**config.mk**
```make
export PLATFORM = sky130hd
export DESIGN_NAME = img_scaler
export DESIGN_NICKNAME = d
export VERILOG_FILES = /design/src/rtl/img_scaler.sv
export SDC_FILE = /design/constraint.sdc
export NUM_CORES = 1
export LEC_CHECK = 0
export BUFFER_PORTS_ARGS = -buffer_cell sky130_fd_sc_hd__buf_4
export CAP_MARGIN = 30
export CORE_ASPECT_RATIO = 1.2
export CORE_MARGIN = 4
export CORE_UTILIZATION = 60
export DETAILED_ROUTE_END_ITERATION = 6
export PLACE_DENSITY = 0.79
export SKIP_LAST_GASP = 1
export SYNTH_ARGS = -nofsm -noshare
export SYNTH_HDL_FRONTEND = slang
export SYNTH_SLANG_ARGS = --single-unit
export TNS_END_PERCENT = 50
```
**constraint.sdc**
```tcl
create_clock -name clk -period 9.2 [get_ports clk]
set_clock_uncertainty 0.1 [all_clocks]
set_input_delay 1.38 -clock clk [delete_from_list [all_inputs] [get_ports clk]]
set_output_delay 1.38 -clock clk [all_outputs]
set_load 0.1 [all_outputs]
```
**src/rtl/img_scaler.sv**
```systemverilog
// ROM-to-framebuffer image scaler: copy, 2x/4x nearest-neighbour zoom or 2x decimation.
// One destination pixel is issued per clock; writes trail the ROM reads by ROM_LAT cycles.
module img_scaler #(
  parameter int SRC_W   = 160,
  parameter int SRC_H   = 120,
  parameter int PIX_W   = 8,
  parameter int ADDR_W  = 19,
  parameter int DIM_W   = 10,
  parameter int ROM_LAT = 1
) (
  input  logic              clk,
  input  logic              rst,
  input  logic              start,
  input  logic [1:0]        mode,
  output logic              busy,
  output logic              done,
  output logic [ADDR_W-1:0] rom_addr,
  input  logic [PIX_W-1:0]  rom_data,
  output logic [ADDR_W-1:0] ram_addr,
  output logic [PIX_W-1:0]  ram_data,
  output logic              ram_wren,
  output logic [DIM_W-1:0]  dst_w,
  output logic [DIM_W-1:0]  dst_h
);

  typedef enum logic [1:0] {IDLE, RUN, DRAIN} state_t;

  localparam logic [1:0] M_COPY = 2'd0;
  localparam logic [1:0] M_Z2   = 2'd1;
  localparam logic [1:0] M_Z4   = 2'd2;
  localparam int DRN_W = (ROM_LAT > 1) ? $clog2(ROM_LAT) : 1;

  localparam logic [DIM_W-1:0] W_X1  = DIM_W'(SRC_W);
  localparam logic [DIM_W-1:0] W_X2  = DIM_W'(2 * SRC_W);
  localparam logic [DIM_W-1:0] W_X4  = DIM_W'(4 * SRC_W);
  localparam logic [DIM_W-1:0] W_DEC = DIM_W'(SRC_W / 2);
  localparam logic [DIM_W-1:0] H_X1  = DIM_W'(SRC_H);
  localparam logic [DIM_W-1:0] H_X2  = DIM_W'(2 * SRC_H);
  localparam logic [DIM_W-1:0] H_X4  = DIM_W'(4 * SRC_H);
  localparam logic [DIM_W-1:0] H_DEC = DIM_W'(SRC_H / 2);
  localparam logic [ADDR_W-1:0] ROW1 = ADDR_W'(SRC_W);
  localparam logic [ADDR_W-1:0] ROW2 = ADDR_W'(2 * SRC_W);

  state_t             state_q, state_d;
  logic [1:0]         mode_q, mode_d;
  logic [DIM_W-1:0]   dst_w_q, dst_w_d, dst_h_q, dst_h_d;
  logic [DIM_W-1:0]   dx_q, dx_d, dy_q, dy_d;
  logic [ADDR_W-1:0]  src_base_q, src_base_d;
  logic [ADDR_W-1:0]  dst_addr_q, dst_addr_d;
  logic [ADDR_W-1:0]  rom_addr_q, rom_addr_d;
  logic [DRN_W-1:0]   drain_q, drain_d;
  logic               done_q, done_d;
  logic [PIX_W-1:0]   ram_data_q;
  logic               row_end, last_pix, drain_last, row_cross;
  logic [ADDR_W-1:0]  row_step;
  logic               wr_vld;
  logic [ADDR_W-1:0]  wr_addr;

  function automatic logic [ADDR_W-1:0] src_x(input logic [1:0] m, input logic [DIM_W-1:0] x);
    case (m)
      M_COPY:  return ADDR_W'(x);
      M_Z2:    return ADDR_W'(x >> 1);
      M_Z4:    return ADDR_W'(x >> 2);
      default: return ADDR_W'({x, 1'b0});
    endcase
  endfunction

  assign row_end    = (dx_q == dst_w_q - DIM_W'(1));
  assign last_pix   = row_end && (dy_q == dst_h_q - DIM_W'(1));
  assign drain_last = (drain_q == DRN_W'(ROM_LAT - 1));

  // Zoom rows share a source row until dy crosses a multiple of the factor.
  always_comb begin
    row_cross = 1'b1;
    row_step  = ROW1;
    case (mode_q)
      M_Z2:    row_cross = dy_q[0];
      M_Z4:    row_cross = &dy_q[1:0];
      M_COPY:  row_cross = 1'b1;
      default: row_step  = ROW2;
    endcase
  end

  always_ff @(posedge clk or negedge rst) begin
    if (!rst) begin
      state_q    <= IDLE;
      mode_q     <= M_COPY;
      dst_w_q    <= '0;
      dst_h_q    <= '0;
      dx_q       <= '0;
      dy_q       <= '0;
      src_base_q <= '0;
      dst_addr_q <= '0;
      rom_addr_q <= '0;
      drain_q    <= '0;
      done_q     <= 1'b0;
      ram_data_q <= '0;
    end else begin
      state_q    <= state_d;
      mode_q     <= mode_d;
      dst_w_q    <= dst_w_d;
      dst_h_q    <= dst_h_d;
      dx_q       <= dx_d;
      dy_q       <= dy_d;
      src_base_q <= src_base_d;
      dst_addr_q <= dst_addr_d;
      rom_addr_q <= rom_addr_d;
      drain_q    <= drain_d;
      done_q     <= done_d;
      if (wr_vld) ram_data_q <= rom_data;
    end
  end

  always_comb begin
    state_d = state_q;
    case (state_q)
      IDLE:    if (start) state_d = RUN;
      RUN:     if (last_pix) state_d = DRAIN;
      DRAIN:   if (drain_last) state_d = IDLE;
      default: state_d = IDLE;
    endcase
  end

  // rom_addr always points at the pixel currently in RUN, so ROM data lines up ROM_LAT cycles later.
  always_comb begin
    mode_d     = mode_q;
    dst_w_d    = dst_w_q;
    dst_h_d    = dst_h_q;
    dx_d       = dx_q;
    dy_d       = dy_q;
    src_base_d = src_base_q;
    dst_addr_d = dst_addr_q;
    rom_addr_d = rom_addr_q;
    drain_d    = drain_q;
    done_d     = done_q;
    case (state_q)
      IDLE: begin
        if (start) begin
          mode_d     = mode;
          done_d     = 1'b0;
          dx_d       = '0;
          dy_d       = '0;
          src_base_d = '0;
          dst_addr_d = '0;
          rom_addr_d = '0;
          case (mode)
            M_COPY:  begin dst_w_d = W_X1;  dst_h_d = H_X1;  end
            M_Z2:    begin dst_w_d = W_X2;  dst_h_d = H_X2;  end
            M_Z4:    begin dst_w_d = W_X4;  dst_h_d = H_X4;  end
            default: begin dst_w_d = W_DEC; dst_h_d = H_DEC; end
          endcase
        end
      end
      RUN: begin
        drain_d = '0;
        if (!last_pix) begin
          dst_addr_d = dst_addr_q + ADDR_W'(1);
          if (row_end) begin
            dx_d = '0;
            dy_d = dy_q + DIM_W'(1);
            if (row_cross) src_base_d = src_base_q + row_step;
          end else begin
            dx_d = dx_q + DIM_W'(1);
          end
          rom_addr_d = src_base_d + src_x(mode_q, dx_d);
        end
      end
      DRAIN: begin
        drain_d = drain_q + DRN_W'(1);
        if (drain_last) done_d = 1'b1;
      end
      default: ;
    endcase
  end

  // Destination address and valid travel alongside the ROM read latency.
  for (genvar gi = 0; gi < ROM_LAT; gi++) begin : stage
    logic              vld_q;
    logic [ADDR_W-1:0] addr_q;
    if (gi == 0) begin : g_head
      always_ff @(posedge clk or negedge rst) begin
        if (!rst) begin
          vld_q  <= 1'b0;
          addr_q <= '0;
        end else begin
          vld_q <= (state_q == RUN);
          if (state_q == RUN) addr_q <= dst_addr_q;
        end
      end
    end else begin : g_tail
      always_ff @(posedge clk or negedge rst) begin
        if (!rst) begin
          vld_q  <= 1'b0;
          addr_q <= '0;
        end else begin
          vld_q <= stage[gi-1].vld_q;
          if (stage[gi-1].vld_q) addr_q <= stage[gi-1].addr_q;
        end
      end
    end
  end

  assign wr_vld  = stage[ROM_LAT-1].vld_q;
  assign wr_addr = stage[ROM_LAT-1].addr_q;

  always_comb begin
    busy     = (state_q != IDLE);
    done     = done_q;
    rom_addr = rom_addr_q;
    ram_wren = wr_vld;
    ram_addr = wr_addr;
    ram_data = wr_vld ? rom_data : ram_data_q;
    dst_w    = dst_w_q;
    dst_h    = dst_h_q;
  end

endmodule

```
==> flow_metrics.py <==
metrics = {
    "status": {
        "status": "finished, final reports clean",
    },
    "timing": {
        "rsz0062_at_grt": "false",
        "setup_viol": 0,
        "tightest_slew_ps": 1020,
        "max_slew_margin": 0.320,
        "hold_viol": 0,
        "finalCritPeriodShare": 0.635,
        "fin_setup_tns_ps": 0,
        "finalMaxSlewViolations": 0,
        "min_period_ps": 5840,
        "max_freq_mhz": 171,
    },
    "synthesis": {
        "synth_mux_area_frac": 0.0689,
        "ys.warnings.count": 0,
        "ys_types": 73,
        "netlist_instances": 668,
        "yosys.area_share.xor_xnor": 0.0776,
        "synth.ff_latch_count": 117,
        "synth_compound_area_frac": 0.155,
        "ys_dominant_reg_cell": "dfrtp_1",
        "synth_enable_flop_cells": 0,
        "yosys.area_share.simple": 0.158,
        "syn_area_per_cell_um2": 9.97,
        "synth_top_family_by_area": "simple AND/OR/NAND/NOR gates",
        "synth_fa_ha_area_frac": 0.0556,
        "yosysSeqAreaShare": 0.439,
        "synthArstFlopShare": 1.00,
        "syn-cell-area_mm2": 0.00666,
    },
    "detailed_routing": {
        "drt-total-wl_um": 15100,
        "antenna_left": 0,
        "remaining_drc_errors": 0,
        "drt-pass1-iter-count": 6,
        "avgViaCountPerCell": 6.02,
        "dr.first_iter.drc_count": 336,
        "num_vias": 5253,
        "wl_per_cell_um": 17.3,
    },
    "setup_path": {
        "cp.arrival_ps": 6040,
        "path_max_fanout": 24,
        "startpoint_type": "register",
        "end_kind": "register",
        "cp.required_ps": 9400,
        "path_cells": "inv_1 > ha_1 > nor2b_1 > or3_1 > a31o_2 > nor2_2 > nor2_1 > a22o_1 > a211oi_1 > a21oi_1 > ha_1 > a21o_1 > a21oi_1 > o21a_1 > or2_2 > a211o_1 > a211o_1 > o21a_1 > a211o_1",
        "path_common_cell": "a211o_1",
        "crit_path_top_delay_cell": "nor2_2",
        "slowest_delay_ps": 760,
        "crit_type": "register to register",
    },
    "placement": {
        "numPortBuffers": 74,
        "dp_hpwl_um": 10200,
        "gp_congestion": 0.891,
        "placedCellCount": 840,
    },
    "layout": {
        "nets": 772,
        "drive_above_1_share": 0.215,
        "fin_cells": 872,
        "antennaDiodeCount": 0,
        "layout-area-overhead-vs-synth_pct": 17.2,
        "final_core_util": 0.732,
    },
    "clocking": {
        "clock-sinks": 117,
        "ctsHoldBuffers": 0,
        "cts_tree": "yes",
        "cts_resized": 0,
        "cts-root-buf": "clkbuf_16",
        "ctsLongestPathBuffers": 2,
        "clkSlewWorstSetupHoldPaths_ps": 60,
        "post-cts-setup-buffers": 0,
        "htree_levels": 4,
        "numCtsBuffers": 17,
        "insertion_delay_ps": 420,
    },
    "power_and_ir_drop": {
        "leakagePower_nw": 3.69,
        "power-per-cell-area_mw_per_mm2": 160,
        "power_switching_uw": 292,
        "clockPowerShare": 0.548,
        "p_sw_frac": 0.234,
        "pwr-share-seq": 0.413,
        "pwr-share-comb": 0.039,
        "p_int_uw": 960,
        "peakVddDrop_mv": 0.144,
    },
    "die": {
        "start_util": 0.624,
        "die_y_um": 123,
        "rows": 41,
        "die_x_um": 104,
        "core_area_mm2": 0.0107,
        "dieArea_mm2": 0.0129,
        "top_level_ports": 82,
    },
    "job": {
        "cap_violations": 0,
    },
    "global_routing": {
        "grt_start_max_net_pins": 63,
        "grt_pass1_vias": 5248,
        "grt_use_met1": 0.302,
        "antenna_found_initial": 0,
        "grtUsageTotal": 0.244,
        "grt_pass1_wl_um": 25300,
        "grt_overflow": 0,
        "grt_use_met3": 0.0595,
        "grt_most_used_layer": "met2",
        "grt_util_met2": 0.413,
    },
    "min_path": {
        "hold_class": "register to register",
    },
}
==> cell usage in the layout (no fill, tap or decap), types with 4 or more instances in the layout <==
cell / n
nand3_1: 27
dfrtp_1: 117
mux2i_1: 5
buf_4: 77
nand2b_1: 5
o21ai_0: 28
o31ai_1: 8
a21oi_1: 18
a22o_1: 19
nand4_1: 9
xnor2_1: 31
nand2_1: 64
ha_1: 28
mux2_2: 35
nor2b_1: 9
a31oi_1: 5
conb_1: 7
and3_1: 10
a21o_1: 7
o21ai_1: 15
clkbuf_16: 17
nor3_1: 17
a211oi_1: 4
o21a_1: 6
or3_1: 6
xor2_1: 28
inv_1: 18
nor2_1: 48
==> path summary, 6_finish.rpt <==
kind | startpoint | end | slack [ps] | depth (start not counted)
max | dst_h[2]$_DFFE_PN0P_ | rom_addr[18]$_DFFE_PN0P_ | 3360 | 19
min | rom_addr[6]$_DFFE_PN0P_ | rom_addr[6]$_DFFE_PN0P_ | 380 | 2
max reg2reg | dst_h[2]$_DFFE_PN0P_ | rom_addr[18]$_DFFE_PN0P_ | 3360 | 19
min reg2reg | rom_addr[6]$_DFFE_PN0P_ | rom_addr[6]$_DFFE_PN0P_ | 380 | 2
max in group asynchronous | rst | ram_addr[3]$_DFFE_PN0P_ | 6810 | 2
min in group asynchronous | rst | ram_data_q[7]$_DFF_PN0_ | 920 | 1
==> layer usage <==
layer | wire length [um] | share of wire
met2 | 7760 | 0.51
met4 | 330 | 0.022
met1 | 6340 | 0.42
met5 | 0 | 0
met3 | 688 | 0.045
==> synth_stat cells, drive strengths merged, types with 3 or more instances <==
library cell	number	area (um^2)
o21a	6	45.0
mux2	36	409
o31ai	8	60.1
buf	23	164
nor2	49	186
clkbuf	17	63.8
nand2	64	240
or2	3	18.8
o21ai	43	215
nand4	9	56.3
a211oi	6	62.6
nor3	17	85.1
a21o	7	52.6
xor2	28	245
inv	19	71.3
dfrtp	117	2930
or3	6	37.5
a211o	3	26.3
nor2b	9	56.3
a22oi	3	22.5
a31o	3	35.0
a32o	3	30.0
o41ai	3	26.3
mux2i	5	50.1
a22o	19	166
xnor2	31	272
nand3	27	135
ha	28	350
and3	10	62.6
a21oi	20	115
nand2b	5	31.3
a31oi	5	31.3
==> cell type report <==
| cell class | instances | area [um^2] |
|---|---|---|
| Timing Repair Buffer | 77 | 578 |
| Multi-Input combinational cell | 498 | 3460 |
| Tap cell | 129 | 161 |
| Clock inverter | 14 | 175 |
| Sequential cell | 117 | 2930 |
| Clock buffer | 18 | 439 |
| Fill cell | 755 | 2860 |
| Inverter | 19 | 71.3 |
==> through the flow <==
stage | setup WS, ps | hold slack (ps) | power, mW | cell area, um^2
after global placement | 3690 | 368 | 0.575 | 7200
after detailed placement | 3460 | 376 | 0.575 | 7200
after global routing | 3020 | 416 | 1.29 | 7810
after floorplan | 3440 | 362 | 0.559 | 6690
final | 3360 | 382 | 1.25 | 7810
after CTS | 3390 | 389 | 1.26 | 7810
==> flip-flops by register name, summed over array words and instances (netlist names) <==
name	cells
dst_h	6
dx_q	10
done	1
ram_addr	19
dst_w	5
dy_q	10
dst_addr_q	19
rom_addr	19
ram_data_q	8
ram_wren	1
src_base_q	14
drain_q	1
state_q	2
mode_q	2
==> power groups by stage <==
| stage | combinational [mW] | clock [mW] | sequential, mW |
|---|---|---|---|
| finish | 0.0485 | 0.687 | 0.517 |
| global placement | 0.0485 | 0 | 0.526 |
| global route | 0.0520 | 0.720 | 0.517 |
| CTS | 0.0492 | 0.692 | 0.517 |
| floorplan | 0.0326 | 0 | 0.526 |
| detailed placement | 0.0492 | 0 | 0.526 |
==> cells by family (layout without fill, tap and decap cells) <==
family          count (synthesis)  in the layout
other cells                     1              7
buf+inv                        59            128
xor+xnor                       59             59
flops                         117            117
fa+ha+maj                      29             29
simple gates                  217            217
compound gates                145            145
mux                            41             41
==> critical path: cells and delay by family (launching register included) <==
family,cells,cell delay (ps)
adders and majority gates,2,580
AOI/OAI and AO/OA,11,2520
and+or+nand+nor,5,1870
DFF,1,540
buffers and inverters,1,110
Note: power is estimated with default switching activity, not from simulation.
